[config.mk]
export PLATFORM = sky130hd
export DESIGN_NAME = any1_vagen
export DESIGN_NICKNAME = d
export VERILOG_FILES = /design/src/rtl/any1_vagen.sv
export SDC_FILE = /design/constraint.sdc
export NUM_CORES = 1
export LEC_CHECK = 0
export CAP_MARGIN = 20
export CORE_ASPECT_RATIO = 1.5
export CORE_MARGIN = 1.5
export CORE_UTILIZATION = 55
export DETAILED_ROUTE_END_ITERATION = 10
export HOLD_SLACK_MARGIN = 0.06
export PLACE_DENSITY = 0.9
export SLEW_MARGIN = 40
export SYNTH_ARGS = -nofsm -noshare
export SYNTH_HDL_FRONTEND = slang
export SYNTH_SLANG_ARGS = --single-unit
[constraint.sdc]
create_clock -name clk -period 24.2 [get_ports clk]
set_input_delay 4.84 -clock clk [delete_from_list [all_inputs] [get_ports clk]]
set_output_delay 4.84 -clock clk [all_outputs]
set_load 0.005 [all_outputs]
[src/rtl/any1_vagen.sv]
// any1_vagen: vector address sequencer.
// Walks the elements of one vector memory op (single, unit-stride, strided
// or indexed), skips masked-off elements and streams one effective address
// per active element over a valid/ready handshake.
// Optional feature macro: ANY1_VAGEN_ALIGN_CHECK_EN (misaligned-address fault).
module any1_vagen #(
    parameter int AWID  = 32,
    parameter int VLMAX = 64,
    parameter int SCW   = 3
) (
    input  logic                       clk,
    input  logic                       rst,
    input  logic                       start,
    input  logic [1:0]                 mode,
    input  logic [1:0]                 esize,
    input  logic [SCW-1:0]             sc,
    input  logic [AWID-1:0]            base,
    input  logic [AWID-1:0]            imm,
    input  logic [AWID-1:0]            stride,
    input  logic [$clog2(VLMAX):0]     vl,
    input  logic [VLMAX-1:0]           mask,
    input  logic [AWID-1:0]            idx,
    input  logic                       idx_valid,
    output logic                       idx_ready,
    output logic                       busy,
    output logic [AWID-1:0]            ea,
    output logic [$clog2(VLMAX)-1:0]   ea_step,
    output logic                       ea_valid,
    input  logic                       ea_ready,
    output logic                       ea_last,
    output logic                       done,
    output logic                       fault
);

    localparam int STW = $clog2(VLMAX);
    localparam int VLW = STW + 1;

    localparam logic [1:0] M_SINGLE = 2'd0;
    localparam logic [1:0] M_UNIT   = 2'd1;
    localparam logic [1:0] M_STRIDE = 2'd2;
    localparam logic [1:0] M_INDEX  = 2'd3;

    typedef enum logic [1:0] {
        S_IDLE = 2'd0,
        S_GEN  = 2'd1,
        S_OUT  = 2'd2,
        S_DONE = 2'd3
    } state_t;

    // Latched operands
    logic [1:0]       r_mode;
    logic [1:0]       r_esize;
    logic [SCW-1:0]   r_sc;
    logic [AWID-1:0]  r_bi;
    logic [AWID-1:0]  r_stride;
    logic [VLW-1:0]   r_vl;
    logic [VLMAX-1:0] r_mask;

    // Sequencer state
    state_t           r_state;
    logic [STW-1:0]   r_step;

    // Output registers
    logic             r_idx_ready;
    logic             r_busy;
    logic [AWID-1:0]  r_ea;
    logic [STW-1:0]   r_ea_step;
    logic             r_ea_valid;
    logic             r_ea_last;
    logic             r_done;
    logic             r_fault;

    // Combinational helpers
    logic [VLMAX-1:0] w_mask_ld;
    logic [VLW-1:0]   w_vl_ld;
    logic [AWID-1:0]  w_off;
    logic [AWID-1:0]  w_addr;
    logic [VLMAX-1:0] w_above;
    logic             w_last;
    logic             w_misalign;
    logic             w_active;
    logic             w_at_end;
    logic [STW-1:0]   w_step_inc;
    state_t           w_state_n;
    logic [STW-1:0]   w_step_n;
    logic             w_load;
    logic             w_idxm_nx;
    logic [VLMAX-1:0] w_mask_nx;
    logic             w_idx_ready_n;

    // Operand shaping at launch: single mode is one unconditional element,
    // otherwise mask bits at or beyond vl are dropped so the scan only sees
    // elements that really exist.
    always_comb begin
        w_mask_ld = '0;
        w_vl_ld   = vl;
        if (mode == M_SINGLE) begin
            w_vl_ld      = VLW'(1);
            w_mask_ld[0] = 1'b1;
        end else begin
            for (int i = 0; i < VLMAX; i++) begin
                w_mask_ld[i] = mask[i] && (VLW'(i) < vl);
            end
        end
    end

    // Address of the current step, last-element detection and alignment test
    always_comb begin
        w_off = '0;
        case (r_mode)
            M_SINGLE: w_off = '0;
            M_UNIT:   w_off = AWID'(r_step) << r_esize;
            M_STRIDE: w_off = r_stride * AWID'(r_step);
            M_INDEX:  w_off = idx << r_sc;
            default:  w_off = '0;
        endcase
        w_addr = r_bi + w_off;

        w_above = '0;
        for (int i = 0; i < VLMAX; i++) begin
            w_above[i] = r_mask[i] && (STW'(i) > r_step);
        end
        w_last = ~|w_above;

`ifdef ANY1_VAGEN_ALIGN_CHECK_EN
        w_misalign = |(w_addr & ((AWID'(1) << r_esize) - AWID'(1)));
`else
        w_misalign = 1'b0;
`endif

        w_active   = r_mask[r_step];
        w_step_inc = r_step + STW'(1);
        w_at_end   = ({1'b0, r_step} + VLW'(1)) >= r_vl;
    end

    // Next-state logic: scan, emit, wait for handshake, finish
    always_comb begin
        w_state_n = r_state;
        w_step_n  = r_step;
        w_load    = 1'b0;
        case (r_state)
            S_IDLE: begin
                if (start) begin
                    w_state_n = S_GEN;
                    w_step_n  = '0;
                end else begin
                    w_state_n = S_IDLE;
                end
            end
            S_GEN: begin
                if (!w_active) begin
                    if (w_at_end) begin
                        w_state_n = S_DONE;
                    end else begin
                        w_step_n = w_step_inc;
                    end
                end else if ((r_mode != M_INDEX) || idx_valid) begin
                    w_load    = 1'b1;
                    w_state_n = S_OUT;
                end else begin
                    w_state_n = S_GEN;
                end
            end
            S_OUT: begin
                if (ea_ready) begin
                    if (r_ea_last) begin
                        w_state_n = S_DONE;
                    end else begin
                        w_step_n  = w_step_inc;
                        w_state_n = S_GEN;
                    end
                end else begin
                    w_state_n = S_OUT;
                end
            end
            S_DONE:  w_state_n = S_IDLE;
            default: w_state_n = S_IDLE;
        endcase
    end

    // idx_ready is registered, so it is derived from where the sequencer
    // will be next cycle (using the incoming operands while idle)
    always_comb begin
        if (r_state == S_IDLE) begin
            w_idxm_nx = (mode == M_INDEX);
            w_mask_nx = w_mask_ld;
        end else begin
            w_idxm_nx = (r_mode == M_INDEX);
            w_mask_nx = r_mask;
        end
        w_idx_ready_n = (w_state_n == S_GEN) && w_idxm_nx && w_mask_nx[w_step_n];
    end

    // Operand capture on an accepted start
    always_ff @(posedge clk) begin
        if (rst) begin
            r_mode   <= 2'd0;
            r_esize  <= 2'd0;
            r_sc     <= '0;
            r_bi     <= '0;
            r_stride <= '0;
            r_vl     <= '0;
            r_mask   <= '0;
        end else if ((r_state == S_IDLE) && start) begin
            r_mode   <= mode;
            r_esize  <= esize;
            r_sc     <= sc;
            r_bi     <= base + imm;
            r_stride <= stride;
            r_vl     <= w_vl_ld;
            r_mask   <= w_mask_ld;
        end else begin
            r_mode   <= r_mode;
            r_esize  <= r_esize;
            r_sc     <= r_sc;
            r_bi     <= r_bi;
            r_stride <= r_stride;
            r_vl     <= r_vl;
            r_mask   <= r_mask;
        end
    end

    // State, step and handshake/status flags
    always_ff @(posedge clk) begin
        if (rst) begin
            r_state     <= S_IDLE;
            r_step      <= '0;
            r_busy      <= 1'b0;
            r_done      <= 1'b0;
            r_ea_valid  <= 1'b0;
            r_idx_ready <= 1'b0;
        end else begin
            r_state     <= w_state_n;
            r_step      <= w_step_n;
            r_busy      <= (w_state_n == S_GEN) || (w_state_n == S_OUT);
            r_done      <= (w_state_n == S_DONE);
            r_ea_valid  <= (w_state_n == S_OUT);
            r_idx_ready <= w_idx_ready_n;
        end
    end

    // Output address register; a fault forces the element to be the last one
    always_ff @(posedge clk) begin
        if (rst) begin
            r_ea      <= '0;
            r_ea_step <= '0;
            r_ea_last <= 1'b0;
            r_fault   <= 1'b0;
        end else if (w_load) begin
            r_ea      <= w_addr;
            r_ea_step <= r_step;
            r_ea_last <= w_last || w_misalign;
            r_fault   <= w_misalign;
        end else if (w_state_n == S_DONE) begin
            r_fault   <= 1'b0;
        end else begin
            r_ea      <= r_ea;
            r_ea_step <= r_ea_step;
            r_ea_last <= r_ea_last;
            r_fault   <= r_fault;
        end
    end

    assign idx_ready = r_idx_ready;
    assign busy      = r_busy;
    assign ea        = r_ea;
    assign ea_step   = r_ea_step;
    assign ea_valid  = r_ea_valid;
    assign ea_last   = r_ea_last;
    assign done      = r_done;
    assign fault     = r_fault;

endmodule

==> flow_metrics.tcl <==
set metrics [dict create \
    crit_required_ps 24600 \
    clk_pin_slew_worst_paths_ps 70 \
    dp_worst_setup_slack_ps 14720 \
    max_clock_freq_mhz 109 \
    finalSetupViolCount 0 \
    hp-start "ea[18]" \
    leakagePower_uw 0.00952 \
    fin_crit_sh 0.378 \
    dieArea_um2 37300 \
    critPathMaxStageDelay_ps 470 \
    crit_family "compound AO/OA/AOI/OAI gates" \
    post_route_cells_drive_above_1_share 0.0488 \
    tns_ps 0 \
    synth.distinct_cells 88 \
    grt_pass1_wl_mm 111 \
    yosysTopAreaCell "dfxtp_1" \
    hpwl_mm 55.1 \
    grt_usage 0.384 \
    antenna_found_initial 0 \
    gp_congestion 1.10 \
    cts_root_buf "clkbuf_16" \
    crit_top_cell "a21oi_1" \
    viasPerCell 6.43 \
    slew_viol_final 0 \
    cts_resized 0 \
    crit_start "idx[7]" \
    hold_viol_final 0 \
    cp.buffers_inverters 1 \
    cts_tree "yes" \
    drt_iter0_markers 2035 \
    cts_setup_buffers 0 \
    cts_max_level 4 \
    synth_area_um2 19900 \
    status "finished clean" \
    synthesis.nets 3085 \
    endpoint_kind "register" \
    syn_avg_cell_area_um2 7.49 \
    cts_buffers 17 \
    cp_max_fo 6 \
    drtAntennaViolNets 0 \
    final_util 0.651 \
    synth_flop_cell "dfxtp_1" \
    dpl_cell_area_um2 22600 \
    async_flop_share 0 \
    die_h_um 236 \
    synth.top_cells.by_area "dfxtp_1 19%, fa_1 11%, nand2_1 7.7%, a21oi_1 7.3%, ha_1 6.9%" \
    antennaDiodeCount 0 \
    clock_latency_ps 470 \
    rows 85 \
    vias 21120 \
    irDropWorstVdd_mv 0.0398 \
    nFillCells 3119 \
    min_period_ps 9160 \
    numPortBuffers 253 \
    worst_slack_ps 15040 \
    whs_path_depth 2 \
    clockBufferDepth 2 \
    clock_sinks 193 \
    yosysSeqAreaShare 0.194 \
    yosys_warnings 0 \
    instances_no_fill 3286 \
    design_area_um2 23300 \
    worstReg2RegStart "r_step[1]" \
    placed_cells 3255 \
    final_nets 3227 \
    grt-ovfl-total 0 \
    grt_pass1_vias 21033 \
    crit_arrival_ps 9560 \
    grt_max_degree 115 \
    min_path_type "register to register" \
    tightest_slew_ps 807 \
    netlist_instances 2654 \
    hold_end "ea[18]" \
    slew_headroom 0.458 \
    slowest_stage "clkdlybuf4s50_1" \
    p_per_area_nw_per_um2 44.9 \
    core_um2 35700 \
    ys_ff_latch 193 \
    wl_mm 71.5 \
    netlist.area_leader.share 0.194 \
    fin_worst_skew_ps 13.9 \
    path_cells "clkdlybuf4s50_1 -> mux2_2 -> nor2_1 -> a21oi_1 -> mux2i_1 -> a21oi_1 -> a32o_1 -> ha_1 -> a21o_1 -> a21o_1 -> a21oi_1 -> o21ai_0 -> a21oi_1 -> o31ai_1 -> a21boi_0 -> o21a_1 -> o21ai_0 -> a2111oi_0 -> o31a_1 -> a211o_1" \
    io_pins 255 \
    layout_commonest_cell "nand2_1" \
    r2r-end "ea[31]" \
    grt_setup_unrepaired "false" \
    wl_per_cell_um 21.7 \
    r2r_setup_slack_ps 15990 \
    remaining_drc_errors 0 \
    final_cell_mix "407 x nand2_1, 290 x a21oi_1, 252 x clkdlybuf4s50_1, 221 x nor2_1, 189 x inv_1" \
    start_kind "primary input" \
    path_class "primary input to register" \
    synth_edf_count 0 \
    initial_core_util 0.556 \
    dr.pass1.iters 8 \
    max_cap_viol_count 0 \
    postCtsHoldBufs 0 \
    syn_to_final_growth_pct 17.1 \
    rr_worst_depth 30 \
    die_w_um 158 \
]
[metal layers]
metal	up-vias	wire length, um	global-route usage
met5	-	0	0
met4	0	7240	0.339
met3	402	5490	0.0696
met2	1262	34300	0.640
met1	9946	24500	0.410
li1	9510	-	-
[cell families after synthesis]
kind of cell    Yosys count  synth area share
fa+ha+maj               222             0.181
buf+inv                 347            0.0678
other cells               1          0.000189
xor+xnor                 79            0.0348
compound gates          725             0.231
mux                      73            0.0571
flops                   193             0.194
simple gates           1014             0.233
[per-stage QoR]
step           hold slack (ps)  total power, uW
2_1_floorplan              432              598
3_3_place_gp               439              721
3_5_place_dp               445              730
4_1_cts                    454             1030
5_1_grt                    463             1090
6_report                   456             1050
[cell usage after synthesis, types with 14 or more instances]
cell type and instances:
nand2_1 409, a21oi_1 290, nor2_1 223, dfxtp_1 193
inv_1 189, clkbuf_1 127, and2_1 124, o21ai_0 113
fa_1 111, ha_1 109, nand3_1 90, xnor2_1 58
nor3_1 42, a21o_1 41, a31oi_1 37, mux2i_1 37
a211oi_1 35, mux4_2 32, nor2b_1 27, o22ai_1 23
xor2_1 21, nand2b_1 19, o211ai_1 19, or3_1 16
a22oi_1 15, buf_1 15, nand4_1 15, and3_1 14
[layout make-up]
class	count	area [um^2]	area share
well taps	478	598	0.0257
clock inverters	10	149	0.00640
repair buffers	279	2750	0.118
flip-flops and latches	193	3870	0.166
clock buffers	21	460	0.0198
inverters	191	717	0.0308
multi-input cells	2114	14700	0.633
[worst max path at each step]
stage | endpoint | slack (ps) | depth (start not counted)
floorplan | ea[31] | 15940 | 19
global placement | ea[31] | 14910 | 20
detailed placement | ea[31] | 14720 | 20
CTS | ea[31] | 15180 | 20
global route | ea[31] | 14750 | 20
finish | ea[31] | 15040 | 20
[registers in the layout (all words and copies together), names as in the netlist, 3 cells and up]
name / count
ea_step: 6
r_mask: 64
r_step: 6
r_vl: 7
r_sc: 3
ea: 32
r_bi: 32
r_stride: 32
[report_power, final]
group	switching, uW	internal (uW)
Combinational	224	143
Sequential	31.6	340
Clock	137	169
Total	393	652
[worst register-to-register path: cells and delay by family (launching register included)]
family | cells | cell delay, ps
AO/OA/AOI/OAI | 14 | 3580
XOR/XNOR | 1 | 300
adder cells (fa/ha/maj) | 5 | 2070
buffers and inverters | 2 | 130
flip-flops | 1 | 840
AND/OR/NAND/NOR | 8 | 1270
Note: power is estimated with default switching activity, not from simulation.
